<file path="config.mk">
export PLATFORM = sky130hd
export DESIGN_NAME = pipeline_hazard_ctrl
export DESIGN_NICKNAME = d
export VERILOG_FILES = /design/src/rtl/pipeline_hazard_ctrl.sv
export SDC_FILE = /design/constraint.sdc
export NUM_CORES = 1
export LEC_CHECK = 0
export ABC_AREA = 1
export ABC_CLOCK_PERIOD_IN_PS = 4900
export BUFFER_PORTS_ARGS = -buffer_cell sky130_fd_sc_hd__buf_2
export CAP_MARGIN = 25
export CELL_PAD_IN_SITES_DETAIL_PLACEMENT = 1
export CELL_PAD_IN_SITES_GLOBAL_PLACEMENT = 1
export CORE_UTILIZATION = 30
export DETAILED_ROUTE_END_ITERATION = 8
export GPL_ROUTABILITY_DRIVEN = 0
export HOLD_SLACK_MARGIN = 0.12
export PLACE_DENSITY = 0.61
export SYNTH_ARGS = -nofsm -noshare
export SYNTH_HDL_FRONTEND = slang
export SYNTH_SLANG_ARGS = --single-unit
</file>
<file path="constraint.sdc">
create_clock -name clk_i -period 4.9 [get_ports clk_i]
set_input_delay 0.98 -clock clk_i [delete_from_list [all_inputs] [get_ports clk_i]]
set_output_delay 0.98 -clock clk_i [all_outputs]
set_load 0.01 [all_outputs]
</file>
<file path="src/rtl/pipeline_hazard_ctrl.sv">
// Hazard/sequencing controller beside the ID stage of the 5-stage MIPS pipeline.
// Define PIPE_CTRL_MULDIV_EN to build in the multiply/divide stall sequencer (MD_WAIT, md_cnt).
module pipeline_hazard_ctrl #(
  parameter int MD_CYCLES = 8,
  parameter int PERF_W    = 32
) (
  input  logic              clk_i,
  input  logic              rst_i,
  input  logic [4:0]        id_rs_i,
  input  logic [4:0]        id_rt_i,
  input  logic              id_uses_rt_i,
  input  logic              id_md_i,
  input  logic              ex_memread_i,
  input  logic [4:0]        ex_rd_i,
  input  logic              branch_taken_i,
  output logic              pc_write_o,
  output logic              if_id_keep_o,
  output logic              if_id_clear_o,
  output logic              id_ex_clear_o,
  output logic              md_go_o,
  output logic              md_abort_o,
  output logic              md_busy_o,
  output logic [PERF_W-1:0] stall_cnt_o,
  output logic [PERF_W-1:0] flush_cnt_o
);

  localparam logic [PERF_W-1:0] CNT_ONE = {{(PERF_W-1){1'b0}}, 1'b1};

  function automatic logic [PERF_W-1:0] sat_inc(input logic [PERF_W-1:0] v);
    sat_inc = (v == {PERF_W{1'b1}}) ? v : v + CNT_ONE;
  endfunction

  logic rs_hit;
  logic rt_hit;
  logic load_use;

  assign rs_hit   = (ex_rd_i == id_rs_i);
  assign rt_hit   = id_uses_rt_i && (ex_rd_i == id_rt_i);
  assign load_use = ex_memread_i && (ex_rd_i != 5'd0) && (rs_hit || rt_hit);

`ifdef PIPE_CTRL_MULDIV_EN

  typedef enum logic {
    RUN     = 1'b0,
    MD_WAIT = 1'b1
  } state_t;

  localparam logic [5:0] MD_LOAD = 6'(MD_CYCLES - 1);

  state_t     state_q;
  state_t     state_d;
  logic [5:0] md_cnt_q;
  logic [5:0] md_cnt_d;

  always_ff @(posedge clk_i or posedge rst_i) begin
    if (rst_i) begin
      state_q  <= RUN;
      md_cnt_q <= 6'd0;
    end else begin
      state_q  <= state_d;
      md_cnt_q <= md_cnt_d;
    end
  end

  // The reset branch keeps the pipeline flushed and the PC frozen while rst_i is high.
  always_comb begin
    state_d       = state_q;
    md_cnt_d      = md_cnt_q;
    pc_write_o    = 1'b1;
    if_id_keep_o  = 1'b0;
    if_id_clear_o = 1'b0;
    id_ex_clear_o = 1'b0;
    md_go_o       = 1'b0;
    md_abort_o    = 1'b0;
    if (rst_i) begin
      pc_write_o    = 1'b0;
      if_id_clear_o = 1'b1;
      id_ex_clear_o = 1'b1;
    end else if (branch_taken_i) begin
      if_id_clear_o = 1'b1;
      id_ex_clear_o = 1'b1;
      md_abort_o    = (state_q == MD_WAIT);
      state_d       = RUN;
      md_cnt_d      = 6'd0;
    end else begin
      case (state_q)
        RUN: begin
          if (load_use) begin
            pc_write_o    = 1'b0;
            if_id_keep_o  = 1'b1;
            id_ex_clear_o = 1'b1;
          end else if (id_md_i) begin
            pc_write_o    = 1'b0;
            if_id_keep_o  = 1'b1;
            id_ex_clear_o = 1'b1;
            md_go_o       = 1'b1;
            state_d       = MD_WAIT;
            md_cnt_d      = MD_LOAD;
          end
        end
        MD_WAIT: begin
          // md_cnt == 0 is the release cycle: the mul/div instruction leaves ID.
          if (md_cnt_q != 6'd0) begin
            pc_write_o    = 1'b0;
            if_id_keep_o  = 1'b1;
            id_ex_clear_o = 1'b1;
            md_cnt_d      = md_cnt_q - 6'd1;
          end else begin
            state_d = RUN;
          end
        end
        default: begin
          state_d  = RUN;
          md_cnt_d = 6'd0;
        end
      endcase
    end
  end

  assign md_busy_o = (state_q == MD_WAIT);

`else

  logic unused_md;
  assign unused_md = id_md_i;

  always_comb begin
    pc_write_o    = 1'b1;
    if_id_keep_o  = 1'b0;
    if_id_clear_o = 1'b0;
    id_ex_clear_o = 1'b0;
    if (rst_i) begin
      pc_write_o    = 1'b0;
      if_id_clear_o = 1'b1;
      id_ex_clear_o = 1'b1;
    end else if (branch_taken_i) begin
      if_id_clear_o = 1'b1;
      id_ex_clear_o = 1'b1;
    end else if (load_use) begin
      pc_write_o    = 1'b0;
      if_id_keep_o  = 1'b1;
      id_ex_clear_o = 1'b1;
    end
  end

  assign md_go_o    = 1'b0;
  assign md_abort_o = 1'b0;
  assign md_busy_o  = 1'b0;

`endif

  logic [PERF_W-1:0] stall_cnt_q;
  logic [PERF_W-1:0] flush_cnt_q;

  always_ff @(posedge clk_i or posedge rst_i) begin
    if (rst_i) begin
      stall_cnt_q <= '0;
      flush_cnt_q <= '0;
    end else begin
      if (!pc_write_o) begin
        stall_cnt_q <= sat_inc(stall_cnt_q);
      end
      if (branch_taken_i) begin
        flush_cnt_q <= sat_inc(flush_cnt_q);
      end
    end
  end

  assign stall_cnt_o = stall_cnt_q;
  assign flush_cnt_o = flush_cnt_q;

endmodule

</file>
==> results of run 1 <==
[per-stage QoR]
stage | hold WS (ns) | utilization | power [mW]
final | 0.5187 | 0.3678 | 1.590
after global routing | 0.5466 | 0.3676 | 1.668
after CTS | 0.5206 | 0.3676 | 1.609
after detailed placement | 0.5091 | 0.3470 | 0.9303
after global placement | 0.5063 | 0.3470 | 0.9185
after floorplan | 0.5391 | - | 0.8161
[cells by family (layout without fill, tap and decap cells)]
group / Yosys count / in the layout / synth area share
AOI/OAI and AO/OA: 8 / 8 / 0.008899
xor gates and xnor gates: 43 / 43 / 0.08371
and+or+nand+nor: 492 / 492 / 0.4680
DFF: 64 / 64 / 0.3560
other: 1 / 4 / 0.0008335
adders and majority gates: 2 / 2 / 0.005561
buffers and inverters: 76 / 164 / 0.07703
[final cells by class]
class	instances	area, sq um	share of cell area
multi-input combinational	548	2559	0.4769
sequential	64	1602	0.2985
timing repair buffer	89	450.4	0.08396
clock buffer	13	260.3	0.04851
tap	184	230.2	0.04291
inverter	59	221.5	0.04128
clock inverter	3	40.04	0.007463
antenna	1	2.502	0.0004664
[cells in the final DEF, fill, tap and decap left out, drive strengths merged, types with 2 or more instances in the layout]
master | Yosys | layout
o21ai | 8 | 8
clkinv | 0 | 2
xor2 | 34 | 34
nand3 | 54 | 54
dfrtp | 64 | 64
nand2 | 295 | 295
xnor2 | 9 | 9
nor2 | 93 | 93
inv | 59 | 59
ha | 2 | 2
conb | 1 | 3
buf | 17 | 89
nand4 | 14 | 14
nand3b | 12 | 12
clkbuf | 0 | 13
nor3 | 23 | 23
[critical path, delay by kind of cell]
kind / cells / cell delay, ns
buffers and inverters: 4 / 0.43
AND/OR/NAND/NOR: 6 / 0.54
[registers in the layout, indices dropped and copies added, names as in the netlist]
| register | count |
|---|---|
| flush_cnt_o | 32 |
| stall_cnt_o | 32 |
[report_power, final]
part           leakage [nW]  total, mW  switching [mW]  internal [mW]
Combinational          1.85      0.264           0.168         0.0964
Sequential            0.874      0.653          0.0781          0.575
Clock                 0.150      0.673           0.252          0.421
Total                  2.87       1.59           0.498           1.09
[per-layer routing]
layer,up-vias,wire [microns],GRT usage
met5,-,0,0
met4,0,196,0.05741
met2,69,6565,0.3065
li1,2306,-,-
met3,13,543,0.03952
met1,2252,7618,0.2906
[path summary, 6_finish.rpt]
check,startpoint,slack (ns),end,cells after the start
hold reg to reg,flush_cnt_o[8]$_DFFE_PP0P_,0.52,flush_cnt_o[8]$_DFFE_PP0P_,1
setup / recovery,ex_rd_i[0],1.97,pc_write_o,10
setup reg to reg,flush_cnt_o[0]$_DFFE_PP0P_,2.14,flush_cnt_o[23]$_DFFE_PP0P_,10
max in group asynchronous,rst_i,3.30,flush_cnt_o[31]$_DFFE_PP0P_,3
min in group asynchronous,rst_i,1.00,stall_cnt_o[12]$_DFFE_PP0P_,3
hold / removal,flush_cnt_o[8]$_DFFE_PP0P_,0.52,flush_cnt_o[8]$_DFFE_PP0P_,1
==> results_dict.tcl, run 1 <==
set metrics [dict create \
    cts_sinks 64 \
    dp.cells 944 \
    cts_setup_buffers 0 \
    setup_viol 0 \
    start_util 0.3084 \
    yosysMostFrequentCell "nand2_1" \
    ys_ff_latch 64 \
    clkTransAtPathRegs_ns 0.06 \
    async_flop_share 1.000 \
    design_area_sq_um 5365 \
    critPathMaxFanout 4 \
    drv_cap 0 \
    status "completed" \
    viasPerCell 4.828 \
    fin_tns_setup_ns 0 \
    end_kind "output pin" \
    postRouteAntennaNets 0 \
    fmax_mhz 340.8 \
    routed_wirelength_microns 14920 \
    powerDensity_nw_per_um2 296.3 \
    grt_max_degree 65 \
    synth_top_area_frac 0.3560 \
    num_rows 44 \
    post-place-ws_ns 1.943 \
    worst_pin_slew_ns 0.8923 \
    wl_per_cell_microns 15.53 \
    slowest_stage "nand2_1" \
    syn-cell-area_sq_um 4499 \
    arrival_ns 1.95 \
    placed_area_sq_um 5062 \
    cts_tree "built" \
    core-area_sq_um 14590 \
    drive_gt1_frac 0.1521 \
    period_needed_ns 2.935 \
    cts.repair.resized 0 \
    drc 0 \
    synthTopCellsByArea "dfrtp_1 (36%), nand2_1 (24%), nor2_1 (7.4%), xor2_1 (6.6%), nand3_1 (5.9%)" \
    grt_pass1_wl_microns 25010 \
    vias 4640 \
    clk_path_buf_depth 2 \
    final.period_utilization 0.5989 \
    synthCells 686 \
    synth_top_cell_by_area "dfrtp_1" \
    path_class "primary input to output pin" \
    synth_edf_count 0 \
    gr-total-overflow 0 \
    vdd_ir_drop_max_mv 0.1721 \
    max_stage_delay_ns 0.14 \
    worstSkewPairLatency_ns 0.35 \
    clock-skew-final_ns 0.01142 \
    place_hpwl_microns 11380 \
    first_pass_iters 4 \
    first_global_vias 4748 \
    final_cells 961 \
    ctsHoldBuffers 0 \
    synth.avg_cell_area_sq_um 6.559 \
    synth_common_cells "nand2_1 (290), nor2_1 (89), dfrtp_1 (64)" \
    hp-class "register to register" \
    io_pins 92 \
    port_buffers 87 \
    netlist-cell-type-count 27 \
    rsz0062_at_grt "no" \
    critPathLaunchType "primary input" \
    final-hold-violation-count 0 \
    grtUsageTotal 0.2024 \
    grt_antenna_before_repair 0 \
    slew_headroom 0.4052 \
    h-tree-depth 3 \
    fin_nets 794 \
    cts_buffers 9 \
    total_leakage_power_nw 2.875 \
    fin_ws_ns 1.966 \
    slew_violations 0 \
    crit_required_ns 3.92 \
    yosys_warnings 0 \
    synth_seq_area_share 0.3560 \
    synth-main-ff-cell "dfrtp_1" \
    die_w_microns 124.5 \
    area_delta_synth_final_pct 19.24 \
    crit_chain "buf_2, inv_1, nor2_1, nor2_1, nand3_1, nand2_1, nand3_1, nand2_1, inv_1, buf_2" \
    fillCellCount 1926 \
    clockRootBuffer "clkbuf_16" \
    die_y_microns 124.5 \
    drt_iter0_drc 226 \
    die_area_sq_um 15490 \
]
No activity file was read; power rests on OpenSTA's default activity.
==> inputs of run 2 (changes only) <==
--- a/config.mk
+++ b/config.mk
@@ -5,8 +5,8 @@
 export SDC_FILE = /design/constraint.sdc
 export NUM_CORES = 1
 export LEC_CHECK = 0
-export ABC_AREA = 1
-export ABC_CLOCK_PERIOD_IN_PS = 4900
+export ABC_AREA = 0
+export ABC_CLOCK_PERIOD_IN_PS = 2680
 export BUFFER_PORTS_ARGS = -buffer_cell sky130_fd_sc_hd__buf_2
 export CAP_MARGIN = 25
 export CELL_PAD_IN_SITES_DETAIL_PLACEMENT = 1
==> constraint.sdc (replaced) <==
create_clock -name clk_i -period 2.68 [get_ports clk_i]
set_input_delay 0.536 -clock clk_i [delete_from_list [all_inputs] [get_ports clk_i]]
set_output_delay 0.536 -clock clk_i [all_outputs]
set_load 0.01 [all_outputs]
==> run 2 against run 1 <==
Sequential share of layout area rose by 9.4 points. Flip-flop and latch count did not move. Non-clock buffer count rose by 3. Global-route usage fell by 4.8 points. Cell count fell by 43%. First-iteration DRC count fell by 62%. Largest power group is now sequential cells.
==> results_dict.tcl, run 2 <==
set metrics [dict create \
    status "completed" \
    finish.utilization 0.3878 \
    vdd_ir_drop_max_mv 0.2139 \
    synthCells 311 \
    drive_gt1_frac 0.3309 \
    viasPerCell 4.799 \
    synth.avg_cell_area_sq_um 10.64 \
    clkTransAtPathRegs_ns 0.07 \
    die_area_sq_um 11460 \
    drc 0 \
    synth-main-ff-cell "dfrtp_1" \
    p_int_mw 1.694 \
    gr-total-overflow 0 \
    ctsHoldBuffers 0 \
    swShare 0.3161 \
    critPathLaunchType "primary input" \
    die_y_microns 107.0 \
    cts_setup_buffers 0 \
    fmax_mhz 414.9 \
    powerDensity_nw_per_um2 607.8 \
    synth-compound-area-share 0.02911 \
    fillCellCount 1209 \
    p_switching_mw 0.7829 \
    port_buffers 87 \
    drt_iter0_drc 87 \
    synthSimpleGateAreaFrac 0.2537 \
    wl_per_cell_microns 14.82 \
    fin_nets 431 \
    seqPwrFrac 0.495 \
    clk_path_buf_depth 2 \
    worst_pin_slew_ns 0.6969 \
    ys_ff_latch 64 \
    area_delta_synth_final_pct 23.14 \
    cts_tree "built" \
    vias 2625 \
    final.period_utilization 0.8994 \
    first_pass_iters 4 \
    clock-skew-final_ns 0.006511 \
    routed_wirelength_microns 8105 \
    worstSkewPairLatency_ns 0.35 \
    final-hold-violation-count 0 \
    setup_viol 0 \
    clockRootBuffer "clkbuf_8" \
    synth_seq_area_share 0.4839 \
    io_pins 92 \
    synth_common_cells "dfrtp_1 (64), xnor2_1 (40), xor2_1 (32)" \
    syn-cell-area_sq_um 3309 \
    hp-class "primary input to async pin" \
    diodes 0 \
    critPathMaxFanout 3 \
    first_global_vias 2709 \
    grt_antenna_before_repair 0 \
    synthTopCellsByArea "dfrtp_1 (48%), xnor2_1 (11%), xor2_1 (8.5%), nand4_1 (4.0%), nand2_1 (2.8%)" \
    synth_xor_area_frac 0.1905 \
    die_w_microns 107.0 \
    grtUsageTotal 0.1540 \
    rsz0062_at_grt "no" \
    grt_pass1_wl_microns 13660 \
    slew_headroom 0.5354 \
    synth_adder_area_share 0.007561 \
    cts_sinks 64 \
    synth_top_area_frac 0.4839 \
    synth_top_family_by_area "simple AND/OR/NAND/NOR gates" \
    layout_common_cells "buf_2 (87), dfrtp_1 (64), xnor2_1 (40)" \
    cts_buffers 9 \
    period_needed_ns 2.410 \
    core-area_sq_um 10510 \
    power_frac_comb 0.197 \
    cts.repair.resized 0 \
    synthMuxAreaShare 0.003403 \
    h-tree-depth 3 \
    yosys_warnings 0 \
    yosysMostFrequentCell "dfrtp_1" \
    final_common_cell "buf_2" \
    p_total_mw 2.477 \
    path_class "primary input to output pin" \
    crit_required_ns 2.14 \
    start_util 0.3149 \
    arrival_ns 1.87 \
    slew_violations 0 \
    async_flop_share 1.000 \
    synth_top_cell_by_area "dfrtp_1" \
    place_hpwl_microns 5972 \
    synth_edf_count 0 \
    postRouteAntennaNets 0 \
    total_leakage_power_nw 1.976 \
    netlist-cell-type-count 41 \
    end_kind "output pin" \
    clock_power_share 0.308 \
    drv_cap 0 \
    num_rows 37 \
    grt_max_degree 41 \
]
-- run 2: changes by cell type after synthesis, moves of 6 or more --
cell	previous run	this run
and3_1	0	10
inv_1	57	9
nand3b_1	11	0
nand2_1	290	25
nor3_1	22	12
nand3_1	53	17
nand3_2	1	7
nand4_1	14	21
buf_2	7	0
xnor2_1	9	40
nor2_1	89	20
-- run 2: path summary, 6_finish.rpt --
check	start	to	slack, ns	depth (start not counted)
worst max register to register	stall_cnt_o[0]$_DFFE_PP0P_	stall_cnt_o[7]$_DFFE_PP0P_	0.40	8
max in group asynchronous	rst_i	flush_cnt_o[21]$_DFFE_PP0P_	1.88	3
min in group clk_i	flush_cnt_o[23]$_DFFE_PP0P_	flush_cnt_o[23]$_DFFE_PP0P_	0.48	1
worst min register to register	flush_cnt_o[23]$_DFFE_PP0P_	flush_cnt_o[23]$_DFFE_PP0P_	0.48	1
worst max-delay path	ex_rd_i[0]	pc_write_o	0.27	6
worst min-delay path	rst_i	flush_cnt_o[11]$_DFFE_PP0P_	0.35	3
-- run 2: layout make-up --
| cell class | instances | area [sq um] | area share |
|---|---|---|---|
| clock buffer | 14 | 172.7 | 0.04237 |
| inverter | 9 | 37.54 | 0.009211 |
| multi-input combinational | 232 | 1620 | 0.3976 |
| sequential | 64 | 1602 | 0.3930 |
| tap | 136 | 170.2 | 0.04176 |
| timing repair buffer | 92 | 473.0 | 0.1161 |
-- run 2: worst max-delay path, stage by stage --
cell	delay (ns)
buf_2	0.12
or4_1	0.55
o211ai_1	0.26
nand2_1	0.08
o21ai_0	0.13
buf_2	0.20
-- run 2: per-layer routing --
| metal | part of all wire | up-vias | global-route usage |
|---|---|---|---|
| met5 | 0 | - | 0 |
| met4 | 0.017 | 0 | 0.06849 |
| met3 | 0.047 | 11 | 0.03951 |
| met2 | 0.46 | 63 | 0.2318 |
| met1 | 0.48 | 1292 | 0.2071 |
| li1 | - | 1259 | - |
-- run 2: stage by stage --
stage	std cells	instance area (sq um)	TNS [ns]	hold WS [ns]	setup slack (ns)
floorplan	313	3327	-0.03112	0.5154	-0.007907
global placement	533	3902	0	0.4684	0.2269
detailed placement	533	3902	0	0.4749	0.2131
CTS	547	4075	0	0.3481	0.2471
global route	547	4075	0	0.3845	0.1218
finish	547	4075	0	0.3454	0.2697
-- run 2: cell families (layout without fill, tap and decap cells) --
logic type / after synthesis / after routing
flip-flops: 64 / 64
multiplexers: 1 / 1
AO/OA/AOI/OAI: 11 / 11
XOR/XNOR: 72 / 72
other: 1 / 3
buffers and inverters: 17 / 115
AND/OR/NAND/NOR: 143 / 143
adder cells (fa/ha/maj): 2 / 2
-- run 2: power groups by stage --
stage	logic (mW)	registers, mW	clock network [mW]
floorplan	0.257	1.27	0
global placement	0.489	1.24	0
detailed placement	0.501	1.24	0
CTS	0.503	1.23	0.794
global route	0.547	1.25	0.833
finish	0.489	1.23	0.762
